===== config.mk =====
export PLATFORM = sky130hd
export DESIGN_NAME = apu_clk_div_flat
export DESIGN_NICKNAME = d
export VERILOG_FILES = /design/src/rtl/apu_clk_div_if.sv /design/src/rtl/apu_clk_div.sv /design/src/flat_wrapper.sv
export SDC_FILE = /design/constraint.sdc
export NUM_CORES = 1
export LEC_CHECK = 0
export CORE_AREA = 4 4 41 43
export CTS_CLUSTER_SIZE = 25
export DETAILED_ROUTE_END_ITERATION = 7
export DIE_AREA = 0 0 45 47
export PLACE_DENSITY_LB_ADDON = 0.2
export SETUP_SLACK_MARGIN = 0.02
export SLEW_MARGIN = 20
export SYNTH_ARGS = -nofsm -noshare
export SYNTH_HDL_FRONTEND = slang
export SYNTH_SLANG_ARGS = --single-unit
export TNS_END_PERCENT = 5

===== constraint.sdc =====
create_clock -name CLK -period 1.65 [get_ports CLK]
set_input_delay 0.165 -clock CLK [delete_from_list [all_inputs] [get_ports CLK]]
set_output_delay 0.165 -clock CLK [all_outputs]
set_load 0.02 [all_outputs]

===== src/rtl/apu_clk_div_if.sv =====
// Phase, M2 and APU clock outputs of the master-clock divider, grouped for the pads logic.
// The master drives every signal and the pads logic only observes them.
interface apu_clk_div_if #(
  parameter int DIV = 12
);
  localparam int CW = $clog2(DIV);

  logic          PHI0;
  logic          PHI1;
  logic          PHI2;
  logic          n_M2_topad;
  logic          ACLK;
  logic          n_ACLK;
  logic          CPU_CYCLE;
  logic [CW-1:0] PHASE;

  modport master (
    output PHI0, PHI1, PHI2, n_M2_topad, ACLK, n_ACLK, CPU_CYCLE, PHASE
  );

  modport slave (
    input PHI0, PHI1, PHI2, n_M2_topad, ACLK, n_ACLK, CPU_CYCLE, PHASE
  );
endinterface


===== src/rtl/apu_clk_div.sv =====
// Master-clock divider: 6502 phases, M2 drive, ACLK and per-cycle strobe from the CLK pad.
// Every output is a flop loaded from the decode of the next count, so it lines up with PHASE; free-running, no backpressure.
module apu_clk_div #(
  parameter int DIV      = 12,
  parameter int M2_START = 5
) (
  input  logic          CLK,
  input  logic          n_RES,
  apu_clk_div_if.master bus
);
  localparam int CW = $clog2(DIV);
  localparam logic [CW-1:0] LAST    = CW'(DIV - 1);
  localparam logic [CW-1:0] HALF    = CW'(DIV / 2);
  localparam logic [CW-1:0] HALF_M1 = CW'(DIV / 2 - 1);
  localparam logic [CW-1:0] HALF_P1 = CW'(DIV / 2 + 1);
  localparam logic [CW-1:0] M2_AT   = CW'(M2_START);
  localparam logic [CW-1:0] ONE     = CW'(1);

  generate
    if ((DIV % 2) != 0 || DIV < 4) begin : g_bad_div
      $error("apu_clk_div: DIV must be even and at least 4");
    end
    if (M2_START < 1 || M2_START > DIV - 1) begin : g_bad_m2
      $error("apu_clk_div: M2_START must lie in 1..DIV-1");
    end
  endgenerate

  logic [CW-1:0] cnt_q, cnt_d, nxt;
  logic          phi0_q, phi0_d;
  logic          phi1_q, phi1_d;
  logic          phi2_q, phi2_d;
  logic          n_m2_q, n_m2_d;
  logic          aclk_q, aclk_d;
  logic          n_aclk_q, n_aclk_d;
  logic          cpu_cycle_q, cpu_cycle_d;

  // Decoding nxt rather than cnt_q keeps each output aligned with the count it describes.
  always_comb begin
    nxt         = (cnt_q == LAST) ? '0 : cnt_q + ONE;
    cnt_d       = nxt;
    phi0_d      = (nxt >= HALF);
    phi1_d      = (nxt >= ONE) && (nxt <= HALF_M1);
    phi2_d      = (nxt >= HALF_P1);
    n_m2_d      = !(nxt >= M2_AT);
    cpu_cycle_d = (nxt == LAST);
    aclk_d      = aclk_q ^ (nxt == '0);
    n_aclk_d    = ~aclk_d;
  end

  always_ff @(posedge CLK or negedge n_RES) begin
    if (!n_RES) begin
      cnt_q       <= '0;
      phi0_q      <= 1'b0;
      phi1_q      <= 1'b0;
      phi2_q      <= 1'b0;
      n_m2_q      <= 1'b1;
      aclk_q      <= 1'b0;
      n_aclk_q    <= 1'b1;
      cpu_cycle_q <= 1'b0;
    end else begin
      cnt_q       <= cnt_d;
      phi0_q      <= phi0_d;
      phi1_q      <= phi1_d;
      phi2_q      <= phi2_d;
      n_m2_q      <= n_m2_d;
      aclk_q      <= aclk_d;
      n_aclk_q    <= n_aclk_d;
      cpu_cycle_q <= cpu_cycle_d;
    end
  end

  assign bus.PHASE      = cnt_q;
  assign bus.PHI0       = phi0_q;
  assign bus.PHI1       = phi1_q;
  assign bus.PHI2       = phi2_q;
  assign bus.n_M2_topad = n_m2_q;
  assign bus.ACLK       = aclk_q;
  assign bus.n_ACLK     = n_aclk_q;
  assign bus.CPU_CYCLE  = cpu_cycle_q;
endmodule


===== src/flat_wrapper.sv =====
// flat-port wrapper written by rule: the top's interface ports become plain ports
module apu_clk_div_flat 
#(
  parameter int DIV      = 12,
  parameter int M2_START = 5
)
  (CLK, n_RES, bus_PHI0, bus_PHI1, bus_PHI2, bus_n_M2_topad, bus_ACLK, bus_n_ACLK, bus_CPU_CYCLE, bus_PHASE);
  apu_clk_div_if #(.DIV(DIV)) bus_i ();
  input  logic CLK;
  input  logic n_RES;
  output wire logic [$bits(bus_i.PHI0)-1:0] bus_PHI0;
  output wire logic [$bits(bus_i.PHI1)-1:0] bus_PHI1;
  output wire logic [$bits(bus_i.PHI2)-1:0] bus_PHI2;
  output wire logic [$bits(bus_i.n_M2_topad)-1:0] bus_n_M2_topad;
  output wire logic [$bits(bus_i.ACLK)-1:0] bus_ACLK;
  output wire logic [$bits(bus_i.n_ACLK)-1:0] bus_n_ACLK;
  output wire logic [$bits(bus_i.CPU_CYCLE)-1:0] bus_CPU_CYCLE;
  output wire logic [$bits(bus_i.PHASE)-1:0] bus_PHASE;
  assign bus_PHI0 = bus_i.PHI0;
  assign bus_PHI1 = bus_i.PHI1;
  assign bus_PHI2 = bus_i.PHI2;
  assign bus_n_M2_topad = bus_i.n_M2_topad;
  assign bus_ACLK = bus_i.ACLK;
  assign bus_n_ACLK = bus_i.n_ACLK;
  assign bus_CPU_CYCLE = bus_i.CPU_CYCLE;
  assign bus_PHASE = bus_i.PHASE;
  apu_clk_div #(.DIV(DIV), .M2_START(M2_START)) u_core (.CLK(CLK), .n_RES(n_RES), .bus(bus_i));
endmodule

=== Word-level counts from Yosys, hierarchy flattened ===
Cells that the tools add are included.

* Register bits after elaboration: 11
* Word-level logic and storage cells: 22
* Bits of input ports: 2
* Output and inout bits: 11

* Equality and inequality tests: 2
* Mux-type cells: 1
* $lt $le $gt $ge: 5
* Bitwise gates (word level): 2
* Add/subtract/negate cells: 1
* Reduce and logical (&&, ||, !) cells: 3

{| class="wikitable"
|+ Operator list
! operator !! count
|-
| $ge A4 B3 Y1 const B || 3
|-
| $eq A4 B4 Y1 const B || 2
|-
| $add A4 B1 Y4 const B || 1
|-
| $ge A4 B1 Y1 const B || 1
|-
| $le A4 B3 Y1 const B || 1
|-
| $logic_not A4 Y1 || 1
|-
| $mux W4 || 1
|-
| $logic_and A1 B1 Y1 || 1
|-
| $logic_not A1 Y1 || 1
|-
| $not A1 Y1 || 1
|-
| $xor A1 B1 Y1 || 1
|}

=== Longest topological paths before layout ===
Gate-level depths: netlist (run 1).

* Depth after elaboration: 5
* Mapped depth: 5
* Depth with buffers taken out: 5

=== Least setup slack after synthesis (run 1) ===
No wires, ideal clock.

* Kind: register to register
* Start: reg u_core.cnt_q[0], in the netlist u_core.bus.PHASE[0]
* End: reg u_core.phi0_q, in the netlist u_core.bus.PHI0
* Cell stages (with the launch flop): 5
* Data arrival time: 1.444 ns
* Data required time: 1.531 ns
* Buffers on the path: 0
* Slack: 0.088 ns
* Period minus slack after synthesis: 1.562 ns
* Setup time: 0.119 ns
* Cell sequence: dfrtp_1 > inv_1 > ha_1 > or2_2 > a21o_2

* Cells in the longest elaborated chain, start to end: 3
* Elaborated cells on any way between the ends: 4
* Those cells by class: 1 x add/sub; 1 x order compare; 1 x eq/ne; 1 x mux

{| class="wikitable"
|+ RTL lines
! what !! line !! text
|-
| start, declared || apu_clk_div.sv:28 || <nowiki>logic [CW-1:0] cnt_q, cnt_d, nxt;</nowiki>
|-
| start signal, assigned || apu_clk_div.sv:61 || <nowiki>cnt_q <= cnt_d;</nowiki>
|-
| $add A4 B1 Y4 or $eq A4 B4 Y1 (tied branches) || apu_clk_div.sv:39 || <nowiki>nxt = (cnt_q == LAST) ? '0 : cnt_q + ONE;</nowiki>
|-
| $mux W4 (*) || apu_clk_div.sv:39 ||
|-
| net u_core.cnt_d[1] || apu_clk_div.sv:28 ||
|-
| $ge A4 B3 Y1 (*) || apu_clk_div.sv:41 || <nowiki>phi0_d = (nxt >= HALF);</nowiki>
|-
| net u_core.phi0_d || apu_clk_div.sv:29 || <nowiki>logic phi0_q, phi0_d;</nowiki>
|-
| end signal, assigned || apu_clk_div.sv:62 || <nowiki>phi0_q <= phi0_d;</nowiki>
|-
| end, declared || apu_clk_div.sv:29 ||
|}

Mark *: on every way through the listed nets, which the timed path passes. The rest lies on a longest branch.

=== Worst setup path after layout (run 1) ===
* Start: reg u_core.cnt_q[1], in the netlist u_core.bus.PHASE[1]
* End: out bus_PHASE[1]

{| class="wikitable"
|+ RTL lines
! what !! line !! text
|-
| end, declared || flat_wrapper.sv:18 || <nowiki>output wire logic [$bits(bus_i.PHASE)-1:0] bus_PHASE;</nowiki>
|}

No word-level cell between the ends.

==> reports/summary.txt, run 1 <==
OUTCOME
-------------------------------------------------------------------------------------------------
Status                                                                               complete, no violations

GLOBAL ROUTE
-------------------------------------------------------------------------------------------------
Leftover overflow at the end of global routing                                                  0
GRT Resource Usage Total                                                                   11.52%
Antenna violations before repair                                                                0
Maximum number of pins on one net before global-route repair                                   12
First-pass GRT wire length                                                                1642 um
Number of global-route vias before repair                                                     386

CTS
-------------------------------------------------------------------------------------------------
Post-CTS repair timing setup buffer count                                                       0
TritonCTS Sinks                                                                                11
CTS Buf Count                                                                                   3
TritonCTS clock tree                                                                         done
Maximum number of buffers from clock root to sink                                               2
CTS Hold Bufs                                                                                   0
Number of H-tree levels                                                                         1
Root Buffer                                                                          sky130_fd_sc_hd__clkbuf_4
Worst-Skew Late Latency                                                                    270 ps
Clock-pin slew on the worst setup and hold paths                                            70 ps
Post-CTS resize count                                                                           1

PLACED DESIGN
-------------------------------------------------------------------------------------------------
Setup WS pre-CTS                                                                         151.6 ps
Routability Congestion                                                                     0.7401
Estimated wirelength of the detail-placed design                                         716.5 um
Port Buffer Count                                                                              12

TIMING
-------------------------------------------------------------------------------------------------
Tightest slew margin relative to the limit                                                 66.08%
Setup TNS                                                                                    0 ps
Min Clock Period, post-route                                                              1575 ps
Count of final hold-check violations                                                            0
RSZ-0062 raised after global routing                                                          yes
Final critical-path share of the clock period                                              95.46%
Total of endpoints with negative setup slack in the final report                                0
Final number of max-transition violations                                                       0
Clock Skew                                                                               5.810 ps
Post-layout worst setup margin                                                           74.97 ps
Slew at the pin with the worst max-slew slack                                            507.3 ps
Max Freq                                                                                634.9 MHz

WORST SETUP PATH
-------------------------------------------------------------------------------------------------
Register-to-Register Setup Slack                                                           160 ps
CP max stage delay                                                                         660 ps
Timing endpoint of the critical path                                                 bus_PHASE[1]
Startpoint kind of the worst setup timing path                                          flip-flop
Startpoint-to-endpoint class of the critical path                                      reg -> out
CP bufs+invs                                                                                    1
Biggest fanout along the worst timing path                                                      8
Path length in cells of the critical path                                                       1
Cell family with most CP delay                                                       buffers and inverters
CP startpoint                                                                        u_core.bus.PHASE[1]$_DFF_PN0_
Worst path cell trace                                                                clkdlybuf4s50_1
Critical path capture point type                                                       output pin
Worst Path Required                                                                       1480 ps
Cell with the largest stage delay on the worst path                                  sky130_fd_sc_hd__clkdlybuf4s50_1
Path depth of the worst reg2reg path                                                            4
Arrival time at the worst endpoint                                                        1410 ps
Crit Reg-Reg Startpoint                                                              u_core.bus.PHASE[1]$_DFF_PN0_
Reg-to-Reg End                                                                       u_core.bus.PHI1$_DFF_PN0_

FLOORPLAN
-------------------------------------------------------------------------------------------------
Vert. Die Dim                                                                               47 um
Initial core utilization                                                                   41.73%
Core Box Area                                                                            1301 um2
Die ar.                                                                                  2115 um2
Die Wd                                                                                      45 um
I/O pin total                                                                                  13
Row count                                                                                      13

YOSYS
-------------------------------------------------------------------------------------------------
Post-synthesis register bit count                                                              11
Most frequent cells after synthesis                                                  sky130_fd_sc_hd__dfrtp_1 (9), sky130_fd_sc_hd__ha_1 (5), sky130_fd_sc_hd__inv_1 (4)
Proportion of register bits with asynchronous set or reset after synthesis                 100.0%
Top post-synthesis cells by area                                                     sky130_fd_sc_hd__dfrtp_1 (41%), sky130_fd_sc_hd__ha_1 (12%), sky130_fd_sc_hd__dfstp_2 (9.7%)
Post-synthesis instance area                                                            543.0 um2
Area share of the largest cell type after synthesis                                        41.47%
Post-synth top area cell                                                             sky130_fd_sc_hd__dfrtp_1
Number of distinct library cell variants in the gate-level netlist after synthesis             22
Mean instance size in the synthesized netlist                                           12.34 um2
Yosys warning count                                                                             0
Sequential fraction of the synthesis area                                                  51.15%
Primary flip-flop cell chosen by synthesis mapping                                   sky130_fd_sc_hd__dfrtp_1
Number of enable-type register cells in the synthesized netlist                                 0
Number of cells produced by synthesis                                                          44
Most used standard cell by instance count after synthesis                            sky130_fd_sc_hd__dfrtp_1
Number of nets produced by synthesis                                                           51

ROUTE
-------------------------------------------------------------------------------------------------
Number of optimization iterations in the first detailed-route pass                              4
DRC violation count after routing                                                               0
DR WL/cell                                                                               12.37 um
First DRT Iteration DRCs                                                                        9
Average via count per standard cell                                                         4.934
Total via count in the routed design                                                          375
Total routed wirelength                                                                    940 um
Routed Antenna Nets                                                                             0

LAYOUT
-------------------------------------------------------------------------------------------------
Layout overhead on the synthesized area                                                    31.80%
N_diodes                                                                                        0
Area of the multi-input gates                                                           250.2 um2
Total number of nets in the final design                                                       69
Share of cells above drive strength 1                                                      26.23%
Count of filler cells inserted in the layout                                                  132
Final cell utilization of the core                                                         55.00%
Area taken by flip-flops and latches                                                    279.0 um2

PWR
-------------------------------------------------------------------------------------------------
Cell Pwr Density                                                                     652.2 nW/um2
Leakage power of the design                                                          0.0003160 uW
IR drop worst, VDD                                                                    0.0002473 V

MIN PATH
-------------------------------------------------------------------------------------------------
Worst hold path class                                                                 in -> async

RUN
-------------------------------------------------------------------------------------------------
Max capacitance violation total                                                                 0

==> metal layers <==
metal  routed length [um]  global-route usage [%]  share of wire (%)  vias to the layer above
met1                  415                   13.21                 44                      176
met5                    0                       0                  0                        -
met4                   25                   8.772                2.7                        0
li1                     -                       -                  -                      183
met2                  433                   17.23                 46                       13
met3                   66                   4.598                7.0                        3
==> sequential cells by signal (all words and copies together), names as in the netlist <==
name                   cells
u_core.bus.ACLK            1
u_core.bus.CPU_CYCLE       1
u_core.bus.PHASE           4
u_core.bus.PHI0            1
u_core.bus.PHI1            1
u_core.bus.PHI2            1
u_core.bus.n_ACLK          1
u_core.bus.n_M2_topad      1
==> power breakdown <==
group | total, uW | leakage, uW | switching [uW] | internal, uW
registers | 270 | 0.000136 | 0 | 270
logic | 7.25 | 0.000165 | 5.17 | 2.08
clock network | 190 | 0.0000150 | 96.1 | 93.8
==> cells by family after synthesis <==
logic type / after synthesis / synth area share [%]
buffers and inverters: 4 / 2.764
xor gates and xnor gates: 2 / 3.226
AOI/OAI and AO/OA: 9 / 14.98
muxes: 1 / 2.534
and+or+nand+nor: 12 / 13.83
DFF: 11 / 51.15
adders and majority gates: 5 / 11.52
==> per-stage QoR <==
| step | total power [uW] | instance area, um2 | std cells | hold WS (ps) |
|---|---|---|---|---|
| after floorplan | 274.8 | 543.0 | 44 | -130.6 |
| after global placement | 282.4 | 689.4 | 72 | 472.7 |
| after detailed placement | 282.3 | 689.4 | 72 | 497.1 |
| after CTS | 470.6 | 714.4 | 76 | 235.8 |
| after global routing | 487.9 | 715.7 | 76 | 245.8 |
| final | 466.8 | 715.7 | 76 | 223.4 |
==> how the worst min path moves through the flow <==
| stage | slack (ps) | end | cells past startpoint |
|---|---|---|---|
| after global placement | 470 | u_core.bus.n_ACLK$_DFF_PN1_ | 1 |
| after detailed placement | 500 | u_core.bus.n_ACLK$_DFF_PN1_ | 1 |
| after global routing | 250 | u_core.bus.ACLK$_DFF_PN0_ | 1 |
| after floorplan | -130 | u_core.bus.ACLK$_DFF_PN0_ | 0 |
| after CTS | 240 | u_core.bus.PHI1$_DFF_PN0_ | 1 |
| final | 220 | u_core.bus.PHI1$_DFF_PN0_ | 1 |
==> cell usage in the layout, fill, tap and decap left out <==
master and count:
sky130_fd_sc_hd__clkbuf_1 1, sky130_fd_sc_hd__dfrtp_1 8, sky130_fd_sc_hd__nor2b_1 1, sky130_fd_sc_hd__or2_2 1, sky130_fd_sc_hd__dfstp_2 2, sky130_fd_sc_hd__a211oi_1 2, sky130_fd_sc_hd__and2_2 1, sky130_fd_sc_hd__nand2_1 2
sky130_fd_sc_hd__o21bai_2 1, sky130_fd_sc_hd__xnor2_1 1, sky130_fd_sc_hd__inv_1 4, sky130_fd_sc_hd__clkdlybuf4s50_1 11, sky130_fd_sc_hd__a21oi_1 1, sky130_fd_sc_hd__dlygate4sd2_1 1, sky130_fd_sc_hd__o221ai_2 1, sky130_fd_sc_hd__buf_4 1
sky130_fd_sc_hd__clkbuf_4 3, sky130_fd_sc_hd__a31oi_1 1, sky130_fd_sc_hd__dfrtp_2 1, sky130_fd_sc_hd__mux2i_2 1, sky130_fd_sc_hd__a21boi_2 1, sky130_fd_sc_hd__nor2_1 2, sky130_fd_sc_hd__nor3b_2 1, sky130_fd_sc_hd__a21o_2 2
sky130_fd_sc_hd__ha_1 5, sky130_fd_sc_hd__xor2_1 1, sky130_fd_sc_hd__nand2b_1 3, sky130_fd_sc_hd__nand4b_1 1
==> final cells by class <==
cell class / instances / share of cell area (%)
Sequential cell: 11 / 38.99
Multi-Input combinational cell: 29 / 34.97
Timing Repair Buffer: 13 / 17.66
Clock buffer: 4 / 3.671
Tap cell: 15 / 2.622
Inverter: 4 / 2.098
No activity file was read; power rests on OpenSTA's default activity.
==> run 2: changes to the inputs <==
--- a/config.mk
+++ b/config.mk
@@ -11,7 +11,7 @@
 export DIE_AREA = 0 0 45 47
 export PLACE_DENSITY_LB_ADDON = 0.2
 export SETUP_SLACK_MARGIN = 0.02
-export SLEW_MARGIN = 20
+export SLEW_MARGIN = 10
 export SYNTH_ARGS = -nofsm -noshare
 export SYNTH_HDL_FRONTEND = slang
 export SYNTH_SLANG_ARGS = --single-unit
==> results of run 2 <==
Final layout, timing and power as in run 1 (identical DEF).
==> run 3: changes to the inputs <==
--- a/config.mk
+++ b/config.mk
@@ -5,11 +5,13 @@
 export SDC_FILE = /design/constraint.sdc
 export NUM_CORES = 1
 export LEC_CHECK = 0
-export CORE_AREA = 4 4 41 43
+export CORE_AREA = 8 8 45 47
 export CTS_CLUSTER_SIZE = 25
 export DETAILED_ROUTE_END_ITERATION = 7
-export DIE_AREA = 0 0 45 47
+export DIE_AREA = 0 0 53 55
+export MAX_ROUTING_LAYER = met4
 export PLACE_DENSITY_LB_ADDON = 0.2
+export REMOVE_ABC_BUFFERS = 1
 export SETUP_SLACK_MARGIN = 0.02
 export SLEW_MARGIN = 10
 export SYNTH_ARGS = -nofsm -noshare
==> run 3 against run 2 <==
Compared with the run above: core utilization is 3.0 points lower; critical path depth unchanged; worst setup slack improved by 12 ps; flip-flop and latch count did not move; cell count is 1.3% higher; largest power group unchanged; first-iteration DRC count is 44% lower; highest routed layer unchanged; clock-buffer cell count is the same; clock skew fell by 5.1 ps; sequential power is essentially flat.
==> reports/summary.txt, run 3 (synthesized netlist as in run 1, its figures left out) <==
CTS
---------------------------------------------------------------------------------
Post-CTS repair timing setup buffer count                                       0   unchanged
CTS Hold Bufs                                                                   0   unchanged
Clock-pin slew on the worst setup and hold paths                            70 ps   about the same
Root Buffer                                                          sky130_fd_sc_hd__clkbuf_4
Worst-Skew Late Latency                                                    270 ps   about the same
Post-CTS resize count                                                           0   -1
Maximum number of buffers from clock root to sink                               2   unchanged
TritonCTS Sinks                                                                11   unchanged
TritonCTS clock tree                                                         done
CTS Buf Count                                                                   3   unchanged
Number of H-tree levels                                                         1   unchanged

WORST SETUP PATH
---------------------------------------------------------------------------------
Arrival time at the worst endpoint                                        1400 ps   about the same
CP max stage delay                                                         660 ps   about the same
Critical path capture point type                                       output pin
CP bufs+invs                                                                    1   unchanged
Biggest fanout along the worst timing path                                      9   +1
Startpoint kind of the worst setup timing path                          flip-flop
Reg-to-Reg End                                                       u_core.bus.PHI0$_DFF_PN0_
Worst path cell trace                                                clkdlybuf4s50_1
Cell family with most CP delay                                       buffers and inverters
Cell with the largest stage delay on the worst path                  sky130_fd_sc_hd__clkdlybuf4s50_1
Startpoint-to-endpoint class of the critical path                      reg -> out
CP startpoint                                                        u_core.bus.PHASE[2]$_DFF_PN0_
Crit Reg-Reg Startpoint                                              u_core.bus.PHASE[1]$_DFF_PN0_
Worst Path Required                                                       1480 ps   about the same
Register-to-Register Setup Slack                                           170 ps   about the same
Path length in cells of the critical path                                       1   unchanged
Timing endpoint of the critical path                                 bus_PHASE[2]
Path depth of the worst reg2reg path                                            4   unchanged

LAYOUT
---------------------------------------------------------------------------------
Layout overhead on the synthesized area                                    32.49%
Top library cells by usage in the layout, fill and taps aside        sky130_fd_sc_hd__clkdlybuf4s50_1 (11), sky130_fd_sc_hd__dfrtp_1 (9), sky130_fd_sc_hd__ha_1 (5)
Most common cell after layout, fill and taps aside                   sky130_fd_sc_hd__clkdlybuf4s50_1
Share of cells above drive strength 1                                      24.59%   -1.6 points
Final standard cell count with taps included and fillers excluded              77   +1.3%
N_diodes                                                                        0   unchanged
Count of filler cells inserted in the layout                                  142   +7.6%
Max reg flops                                                                   4   unchanged
Final cell utilization of the core                                         51.99%   -3.0 points
Total number of nets in the final design                                       69   unchanged

PWR
---------------------------------------------------------------------------------
Cell Pwr Density                                                     640.6 nW/um2   -1.8%
IR drop worst, VDD                                                    0.0002290 V   -7.4%
Leakage power of the design                                          0.0003386 uW   +7.2%

FLOORPLAN
---------------------------------------------------------------------------------
Core Box Area                                                            1384 um2   +6.3%
Vert. Die Dim                                                               55 um   +17%
I/O pin total                                                                  13   unchanged
Row count                                                                      14   +1
Die ar.                                                                  2915 um2   +38%
Die Wd                                                                      53 um   +18%
Initial core utilization                                                   39.24%   -2.5 points

TIMING
---------------------------------------------------------------------------------
Min Clock Period, post-route                                              1563 ps   -12.24 ps
Max Freq                                                                639.9 MHz   +0.78%
Final number of max-transition violations                                       0   unchanged
Clock Skew                                                              0.6733 ps   -5.136 ps
Slew at the pin with the worst max-slew slack                            477.7 ps   -29.56 ps
RSZ-0062 raised after global routing                                           no
Total of endpoints with negative setup slack in the final report                0   unchanged
Count of final hold-check violations                                            0   unchanged
Final critical-path share of the clock period                              94.71%   -0.74 points
Setup TNS                                                                    0 ps   unchanged
Tightest slew margin relative to the limit                                 68.05%   +2.0 points

ROUTE
---------------------------------------------------------------------------------
Total routed wirelength                                                    910 um   -3.2%
Routed Antenna Nets                                                             0   unchanged
Number of optimization iterations in the first detailed-route pass              2   -2
DRC violation count after routing                                               0   unchanged
DR WL/cell                                                               11.82 um   -4.4%
Total via count in the routed design                                          373   -0.53%
Average via count per standard cell                                         4.844   -1.8%
First DRT Iteration DRCs                                                        5   -4

GLOBAL ROUTE
---------------------------------------------------------------------------------
Maximum number of pins on one net before global-route repair                   12   unchanged
Antenna violations before repair                                                0   unchanged
Leftover overflow at the end of global routing                                  0   unchanged
Number of global-route vias before repair                                     349   -9.6%
GRT Resource Usage Total                                                   8.253%   -3.3 points
First-pass GRT wire length                                                1587 um   -3.3%

PLACED DESIGN
---------------------------------------------------------------------------------
Estimated wirelength of the detail-placed design                         714.9 um   -0.22%
Cell Count Post-Placement                                                      73   +1.4%
Routability Congestion                                                     0.7053   -4.7%
Port Buffer Count                                                              12   unchanged

RUN
---------------------------------------------------------------------------------
Max capacitance violation total                                                 0   unchanged

OUTCOME
---------------------------------------------------------------------------------
Status                                                               complete, no violations

MIN PATH
---------------------------------------------------------------------------------
Worst hold path class                                                 in -> async

run 3: stage by stage:
stage / instance area [um2] / hold slack [ps] / power (uW) / worst slack (ps)
CTS: 716.9 / 236.2 / 471.0 / 59.60
floorplan: 543.0 / -130.6 / 274.8 / 87.70
finish: 719.4 / 221.6 / 460.8 / 87.21
global placement: 690.7 / 475.2 / 282.4 / 180.2
global route: 719.4 / 276.0 / 485.1 / 20.70
detailed placement: 690.7 / 473.8 / 282.3 / 167.5
run 3: final cells by class:
| cell class | instances | area (um2) | area share (%) |
|---|---|---|---|
| timing repair buffer | 13 | 130.1 | 18.09 |
| inverter | 4 | 15.01 | 2.087 |
| sequential | 11 | 277.8 | 38.61 |
| multi-input combinational | 29 | 250.2 | 34.78 |
| clock buffer | 4 | 26.28 | 3.652 |
| tap | 16 | 20.02 | 2.783 |
run 3: where the power goes:
part | total [uW] | switching, uW | internal [uW]
clock | 184 | 90.7 | 93.5
sequential | 270 | 0 | 270
combinational | 6.94 | 4.86 | 2.08
total | 461 | 95.6 | 365
run 3: how the worst min path moves through the flow:
stage	startpoint	end	slack (ps)	cells after the start
final	n_RES	u_core.bus.PHI1$_DFF_PN0_	220	1
after global routing	n_RES	u_core.bus.ACLK$_DFF_PN0_	280	1
after CTS	n_RES	u_core.bus.PHASE[1]$_DFF_PN0_	240	1
after detailed placement	u_core.bus.ACLK$_DFF_PN0_	u_core.bus.n_ACLK$_DFF_PN1_	470	1
after global placement	u_core.bus.ACLK$_DFF_PN0_	u_core.bus.n_ACLK$_DFF_PN1_	480	1
after floorplan	n_RES	u_core.bus.ACLK$_DFF_PN0_	-130	0
run 3: metal layers:
metal  GRT usage [%]  vias up  part of all wire (%)
li1                -      183                     -
met1           8.138      178                    43
met2           11.33       10                    45
met3           4.545        2                    11
met4           7.759        0                   1.1
met5               -        -                     0
